===== src/rtl/vga_sync_decoder.sv =====
// rtl/vga_sync_decoder.sv - recovers x/y/valid and lock status from a VGA hsync/vsync stream
module vga_sync_decoder #(
  parameter int H_ACTIVE    = 640,
  parameter int H_FP        = 16,
  parameter int H_SYNC      = 96,
  parameter int H_TOTAL     = 800,
  parameter int V_ACTIVE    = 480,
  parameter int V_FP        = 10,
  parameter int V_TOTAL     = 525,
  parameter bit SYNC_NEG    = 1'b1,
  parameter int LOCK_FRAMES = 2
) (
  input  logic       clk,
  input  logic       reset,
  input  logic       pix_en,
  input  logic       hsync,
  input  logic       vsync,
  output logic [9:0] x,
  output logic [9:0] y,
  output logic       valid,
  output logic       locked,
  output logic       frame_start,
  output logic       line_err
);

  localparam logic [9:0]  H_LOAD    = 10'(H_ACTIVE + H_FP);
  localparam logic [9:0]  H_RISE_AT = 10'(H_ACTIVE + H_FP - 1);
  localparam logic [9:0]  H_FALL_AT = 10'(H_ACTIVE + H_FP + H_SYNC - 1);
  localparam logic [9:0]  H_LAST    = 10'(H_TOTAL - 1);
  localparam logic [9:0]  H_ACT     = 10'(H_ACTIVE);
  localparam logic [9:0]  V_LOAD    = 10'(V_ACTIVE + V_FP);
  localparam logic [9:0]  V_LAST    = 10'(V_TOTAL - 1);
  localparam logic [9:0]  V_ACT     = 10'(V_ACTIVE);
  localparam logic [10:0] WD_LAST   = 11'(2 * H_TOTAL - 1);
  localparam int          GW        = $clog2(LOCK_FRAMES + 1);
  localparam logic [GW-1:0] GOOD_LOCK = GW'(LOCK_FRAMES);

  typedef enum logic [1:0] {
    SEARCH = 2'd0,
    TRACK  = 2'd1,
    LOCKED = 2'd2
  } state_t;

  state_t        state, state_next;
  logic [GW-1:0] good_cnt, good_next, good_inc;

  logic          hs, vs, hs_q, vs_q;
  logic          hs_rise, hs_fall, vs_rise;
  logic [9:0]    h_cnt, v_cnt, h_next, v_line, v_next;
  logic          h_wrap;
  logic          checking, herr, werr, verr, timing_err;
  logic [10:0]   wd_cnt;
  logic          wd_expire;

  // Normalised syncs: 1 always means "pulse asserted".
  assign hs      = hsync ^ SYNC_NEG;
  assign vs      = vsync ^ SYNC_NEG;
  assign hs_rise = hs & ~hs_q;
  assign hs_fall = ~hs & hs_q;
  assign vs_rise = vs & ~vs_q;

  always_comb begin
    h_wrap = ~hs_rise && (h_cnt == H_LAST);
    if (hs_rise) begin
      h_next = H_LOAD;
    end else if (h_wrap) begin
      h_next = '0;
    end else begin
      h_next = h_cnt + 10'd1;
    end
    v_line = v_cnt;
    if (h_wrap) begin
      v_line = (v_cnt == V_LAST) ? '0 : v_cnt + 10'd1;
    end
    v_next = vs_rise ? V_LOAD : v_line;
  end

  // A vsync edge must land on the line the counters are about to enter.
  always_comb begin
    checking   = (state != SEARCH);
    herr       = hs_rise && (h_cnt != H_RISE_AT);
    werr       = hs_fall && (h_cnt != H_FALL_AT);
    verr       = vs_rise && (v_line != V_LOAD);
    timing_err = checking && (herr || werr || verr);
    wd_expire  = ~hs_rise && (wd_cnt == WD_LAST);
  end

  always_ff @(posedge clk) begin
    if (reset) begin
      hs_q   <= 1'b0;
      vs_q   <= 1'b0;
      h_cnt  <= '0;
      v_cnt  <= '0;
      wd_cnt <= '0;
    end else if (pix_en) begin
      hs_q   <= hs;
      vs_q   <= vs;
      h_cnt  <= h_next;
      v_cnt  <= v_next;
      wd_cnt <= (hs_rise || wd_expire) ? '0 : wd_cnt + 11'd1;
    end
  end

  always_ff @(posedge clk) begin
    if (reset) begin
      state    <= SEARCH;
      good_cnt <= '0;
    end else if (pix_en) begin
      state    <= state_next;
      good_cnt <= good_next;
    end
  end

  assign good_inc = good_cnt + GW'(1);

  always_comb begin
    state_next = state;
    good_next  = good_cnt;
    if (wd_expire) begin
      state_next = SEARCH;
      good_next  = '0;
    end else begin
      case (state)
        SEARCH: begin
          if (vs_rise) begin
            state_next = TRACK;
            good_next  = '0;
          end
        end
        TRACK: begin
          if (timing_err) begin
            good_next = '0;
          end else if (vs_rise) begin
            good_next = good_inc;
            if (good_inc == GOOD_LOCK) begin
              state_next = LOCKED;
            end
          end
        end
        LOCKED: begin
          if (timing_err) begin
            state_next = TRACK;
            good_next  = '0;
          end
        end
        default: begin
          state_next = SEARCH;
          good_next  = '0;
        end
      endcase
    end
  end

  always_comb begin
    locked = (state == LOCKED);
    valid  = locked && (h_cnt < H_ACT) && (v_cnt < V_ACT);
    x      = valid ? h_cnt : '0;
    y      = valid ? v_cnt : '0;
  end

  // Pulses are qualified by pix_en so they last exactly one clock.
  always_ff @(posedge clk) begin
    if (reset) begin
      frame_start <= 1'b0;
      line_err    <= 1'b0;
    end else begin
      frame_start <= pix_en && (h_next == '0) && (v_next == '0) && (state_next == LOCKED);
      line_err    <= pix_en && timing_err;
    end
  end

endmodule


===== config.mk =====
export PLATFORM = sky130hd
export DESIGN_NAME = vga_sync_decoder
export DESIGN_NICKNAME = d
export VERILOG_FILES = /design/src/rtl/vga_sync_decoder.sv
export SDC_FILE = /design/constraint.sdc
export NUM_CORES = 1
export LEC_CHECK = 0
export BUFFER_PORTS_ARGS = -buffer_cell sky130_fd_sc_hd__buf_2
export CORE_UTILIZATION = 54
export DETAILED_ROUTE_END_ITERATION = 16
export HOLD_SLACK_MARGIN = 0.06
export PLACE_DENSITY = 0.73
export SETUP_SLACK_MARGIN = 0.1
export SYNTH_ARGS = -nofsm -noshare
export SYNTH_HDL_FRONTEND = slang
export SYNTH_SLANG_ARGS = --single-unit

===== constraint.sdc =====
create_clock -name clk -period 2.5 [get_ports clk]
set_clock_uncertainty 0.05 [all_clocks]
set_input_delay 0.5 -clock clk [delete_from_list [all_inputs] [get_ports clk]]
set_output_delay 0.5 -clock clk [all_outputs]
set_load 0.01 [all_outputs]

==> out/summary.md <==
### Routing
• **TritonRoute pass-1 iters** 5
• **routed wirelength normalized by instance count** 15.5 µm
• **ratio of routed vias to standard cells** 5.85
• **wire length after detailed routing** 7800 µm
• **post-route antenna net violation count** 0
• **total via count after detailed routing** 2942
• **Post-route DRC** 0
• **DRC violation total after the first TritonRoute iteration** 205

### Logic synthesis
• **area fraction in and, or, nand and nor cells after synthesis** 33.0%
• **Post-Syn Area** 2880 µm²
• **share of synthesized registers carrying an async set or reset** 0%
• **Synth Flop Type** dfxtp_1
• **Post-synth EDFFs** 0
• **Post-Syn Area per Cell** 7.69 µm²
• **xor and xnor fraction of the mapped netlist area** 6.09%
• **dominant combinational cell family by area after synthesis** simple AND/OR/NAND/NOR gates
• **synthesis warning total** 0
• **number of different library cells in the post-synthesis netlist** 65
• **number of flip-flops and latches in the synthesized netlist** 39
• **sequential area share after synthesis** 27.1%
• **Mapped Cells** 374
• **share of synthesized area spent on multiplexers** 1.09%
• **synthesized netlist net count** 384
• **compound-gate portion of the synthesized area** 20.8%
• **adder-cell area share of the yosys netlist** 2.17%

### Setup path
• **cells along the critical path** nand4_1 -> or4_4 -> a211oi_2 -> o32ai_4 -> o31ai_4 -> or4b_4 -> o21ai_2
• **Worst R2R Start** v_cnt[1]
• **Worst Reg2Reg Path Length in Cells** 7
• **Crit Path Category** flop to flop
• **critical path data required time** 2.67 ns
• **Critical Path Start** v_cnt[1]
• **crit end category** flop
• **RR Endpoint** good_cnt[0]
• **largest fanout of any net on the critical path** 6
• **setup slack of the most critical reg-to-reg path** 0.08 ns
• **critical path launch point type** flop
• **arrival time worst endpoint** 2.59 ns
• **Crit-path slowest cell** or4b_4
• **critical path capture point** good_cnt[0]
• **delay of the slowest cell on the worst path** 0.50 ns

### Place
• **Port-buffer cells** 27
• **final weighted congestion of routability-driven global placement** 0.948
• **post-detail-place hpwl** 5620 µm
• **number of placed instances with taps included** 487

### Floorplanning
• **row count** 26
• **initial core utilization** 56.3%
• **core area** 5110 µm²
• **floorplan die height** 75 µm
• **horizontal extent of the die** 75 µm
• **I/O pins** 29
• **Die Area** 5630 µm²

### GRT
• **number of antenna violations at the first check in global routing** 0
• **total track usage** 29.1%
• **global-route wire length before repair** 12600 µm
• **via count of the first global-routing pass** 2540
• **total congestion overflow** 0
• **maximum number of pins on one net before global-route repair** 24

### CTS
• **number of sinks driven by the clock tree** 39
• **clock tree root buffer cell** clkbuf_8
• **htree depth** 2
• **clock-pin transition on the worst setup and hold timing paths** 0.08 ns
• **total CTS buffers** 5
• **insertion delay of the later-clocked pin in the worst-skew pair** 0.28 ns
• **CTS tree** done
• **CTS hold repair buffers** 0
• **number of buffers on the longest clock path** 2

### STA
• **final setup violation count** 0
• **number of endpoints with negative hold slack in the final report** 0
• **fin crit share** 96.7%
• **Fmax achieved** 413 MHz
• **RSZ-0062 raised after global routing** true
• **final critical delay including setup and external delays** 2.42 ns
• **max-slew violations** 0

### Job
• **Max Cap Viol** 0

### Layout
• **Area growth, synth to finish** 23.3%
• **count of filler cells inserted in the layout** 469
• **Seq. cell area** 802 µm²
• **proportion of layout cells with a drive suffix above 1** 32.1%
• **Net count, final** 443
• **total inserted antenna cells** 0
• **area occupied by multi-input gates** 1970 µm²
• **count of non-filler cells in the finished layout** 503

### Power and ir drop
• **post-layout total power** 0.00131 W
• **power per standard cell area** 369 nW/µm²
• **worst-case vdd ir drop** 0.360 mV
• **leakage power summed over all cells** 1.37 nW

### Run status
• **result of the run** complete, no violations

### Worst hold path
• **Hold/Removal Path Class** flop to flop

cells in the final DEF (no fill, tap or decap), types with 3 or more instances in the layout:
cell type and instances:
a211oi_1 4, and3_1 5, ha_1 3, o21ai_2 3, o211ai_1 4, nand3_1 10
clkbuf_8 6, o21a_1 4, buf_2 28, dfxtp_2 5, nor3b_1 4, a22oi_1 3
nor2_1 47, o21ai_0 20, nor4_1 9, nor3_1 15, nand2_1 29, buf_4 57
dfxtp_4 4, o31ai_1 3, a21oi_1 19, inv_1 8, o2111ai_1 3, xor2_1 6
a311oi_1 4, dfxtp_1 30, nand2b_1 5, nand4_1 6, and2_1 13, o22ai_1 5
and2_2 4, xnor2_1 14
cell families (layout without fill, tap and decap cells):
group           Yosys count  after routing
flops                    39             39
buf+inv                  42            101
fa+ha+maj                 5              5
mux                       3              3
simple gates            176            176
xor+xnor                 20             20
compound gates           88             88
other cells               1              1
final cells by class:
| class | instances | share of cell area, % |
|---|---|---|
| inverters | 9 | 0.952 |
| clock buffers | 6 | 2.33 |
| multi-input cells | 293 | 55.5 |
| well taps | 70 | 2.47 |
| repair buffers | 85 | 16.0 |
| flip-flops and latches | 39 | 22.6 |
| clock inverters | 1 | 0.141 |
power breakdown:
part           internal [W]  switching [W]  total, W
clock              0.000217       0.000218  0.000435
combinational     0.0000907       0.000122  0.000213
sequential         0.000638      0.0000232  0.000661
total              0.000946       0.000364   0.00131
flip-flops by register name (all words and copies together) (netlist names):
register and count:
frame_start 1, good_cnt 2, h_cnt 10, hs_q 1, line_err 1, state 2
v_cnt 10, vs_q 1, wd_cnt 11
through the flow:
stage               hold slack (ns)  setup TNS (ns)  area [µm²]  util (%)  setup slack [ns]
floorplan                     0.380               0        2990         -            0.0855
global placement              0.396         -0.0215        3330      65.1           -0.0215
detailed placement            0.407         -0.0425        3330      65.1           -0.0336
CTS                           0.423               0        3470      67.9            0.0690
global route                  0.445         -0.0203        3550      69.5           -0.0133
finish                        0.419               0        3550      69.5            0.0816
worst min path at each step:
stage,start,to,slack [ns],depth (start not counted)
after floorplan,good_cnt[0],good_cnt[0],0.38,1
after global placement,good_cnt[0],good_cnt[0],0.40,1
after detailed placement,good_cnt[0],good_cnt[0],0.41,1
after CTS,good_cnt[0],good_cnt[0],0.42,1
after global routing,good_cnt[0],good_cnt[0],0.45,1
final,good_cnt[0],good_cnt[0],0.42,1
timing repair:
item                                    in CTS  in global routing
endpoints found under the hold margin        0                  0
buffers inserted                             4                  4
pin swaps                                    7                  5
endpoints found under the setup margin      17                 18
resized for setup                            9                 16
cloned                                       0                  1
routing by layer:
metal	global-route usage (%)	vias to the layer above	part of all wire, %
li1	-	1449	-
met1	39.9	1358	44
met2	48.0	119	49
met3	3.75	16	5.4
met4	8.18	0	1.5
met5	0	-	0
worst max-delay path, delay by kind of cell (launching register included):
| family | cells | cell delay [ns] |
|---|---|---|
| compound gates | 4 | 0.82 |
| simple gates | 3 | 1.09 |
| flops | 1 | 0.39 |
synthesized netlist by cell type, types with 4 or more instances:
library cell,n,area (µm²)
nand3_1,11,55.1
nand4_1,6,37.5
nand2_1,30,113
a311oi_1,4,35.0
and2_2,4,30.0
clkbuf_8,7,96.3
a21oi_1,20,100
nor3_1,18,90.1
and2_1,13,81.3
o21a_1,5,37.5
o22ai_1,5,31.3
inv_1,9,33.8
dfxtp_1,39,781
nor2_1,48,180
xor2_1,6,52.6
nor3b_1,5,37.5
nand2b_1,7,43.8
ha_1,5,62.6
o21ai_0,21,105
a211oi_1,5,37.5
clkbuf_1,13,48.8
xnor2_1,14,123
nor4_1,10,62.6
and3_1,5,31.3
o211ai_1,4,30.0
Power figures use the tool's default switching activity.
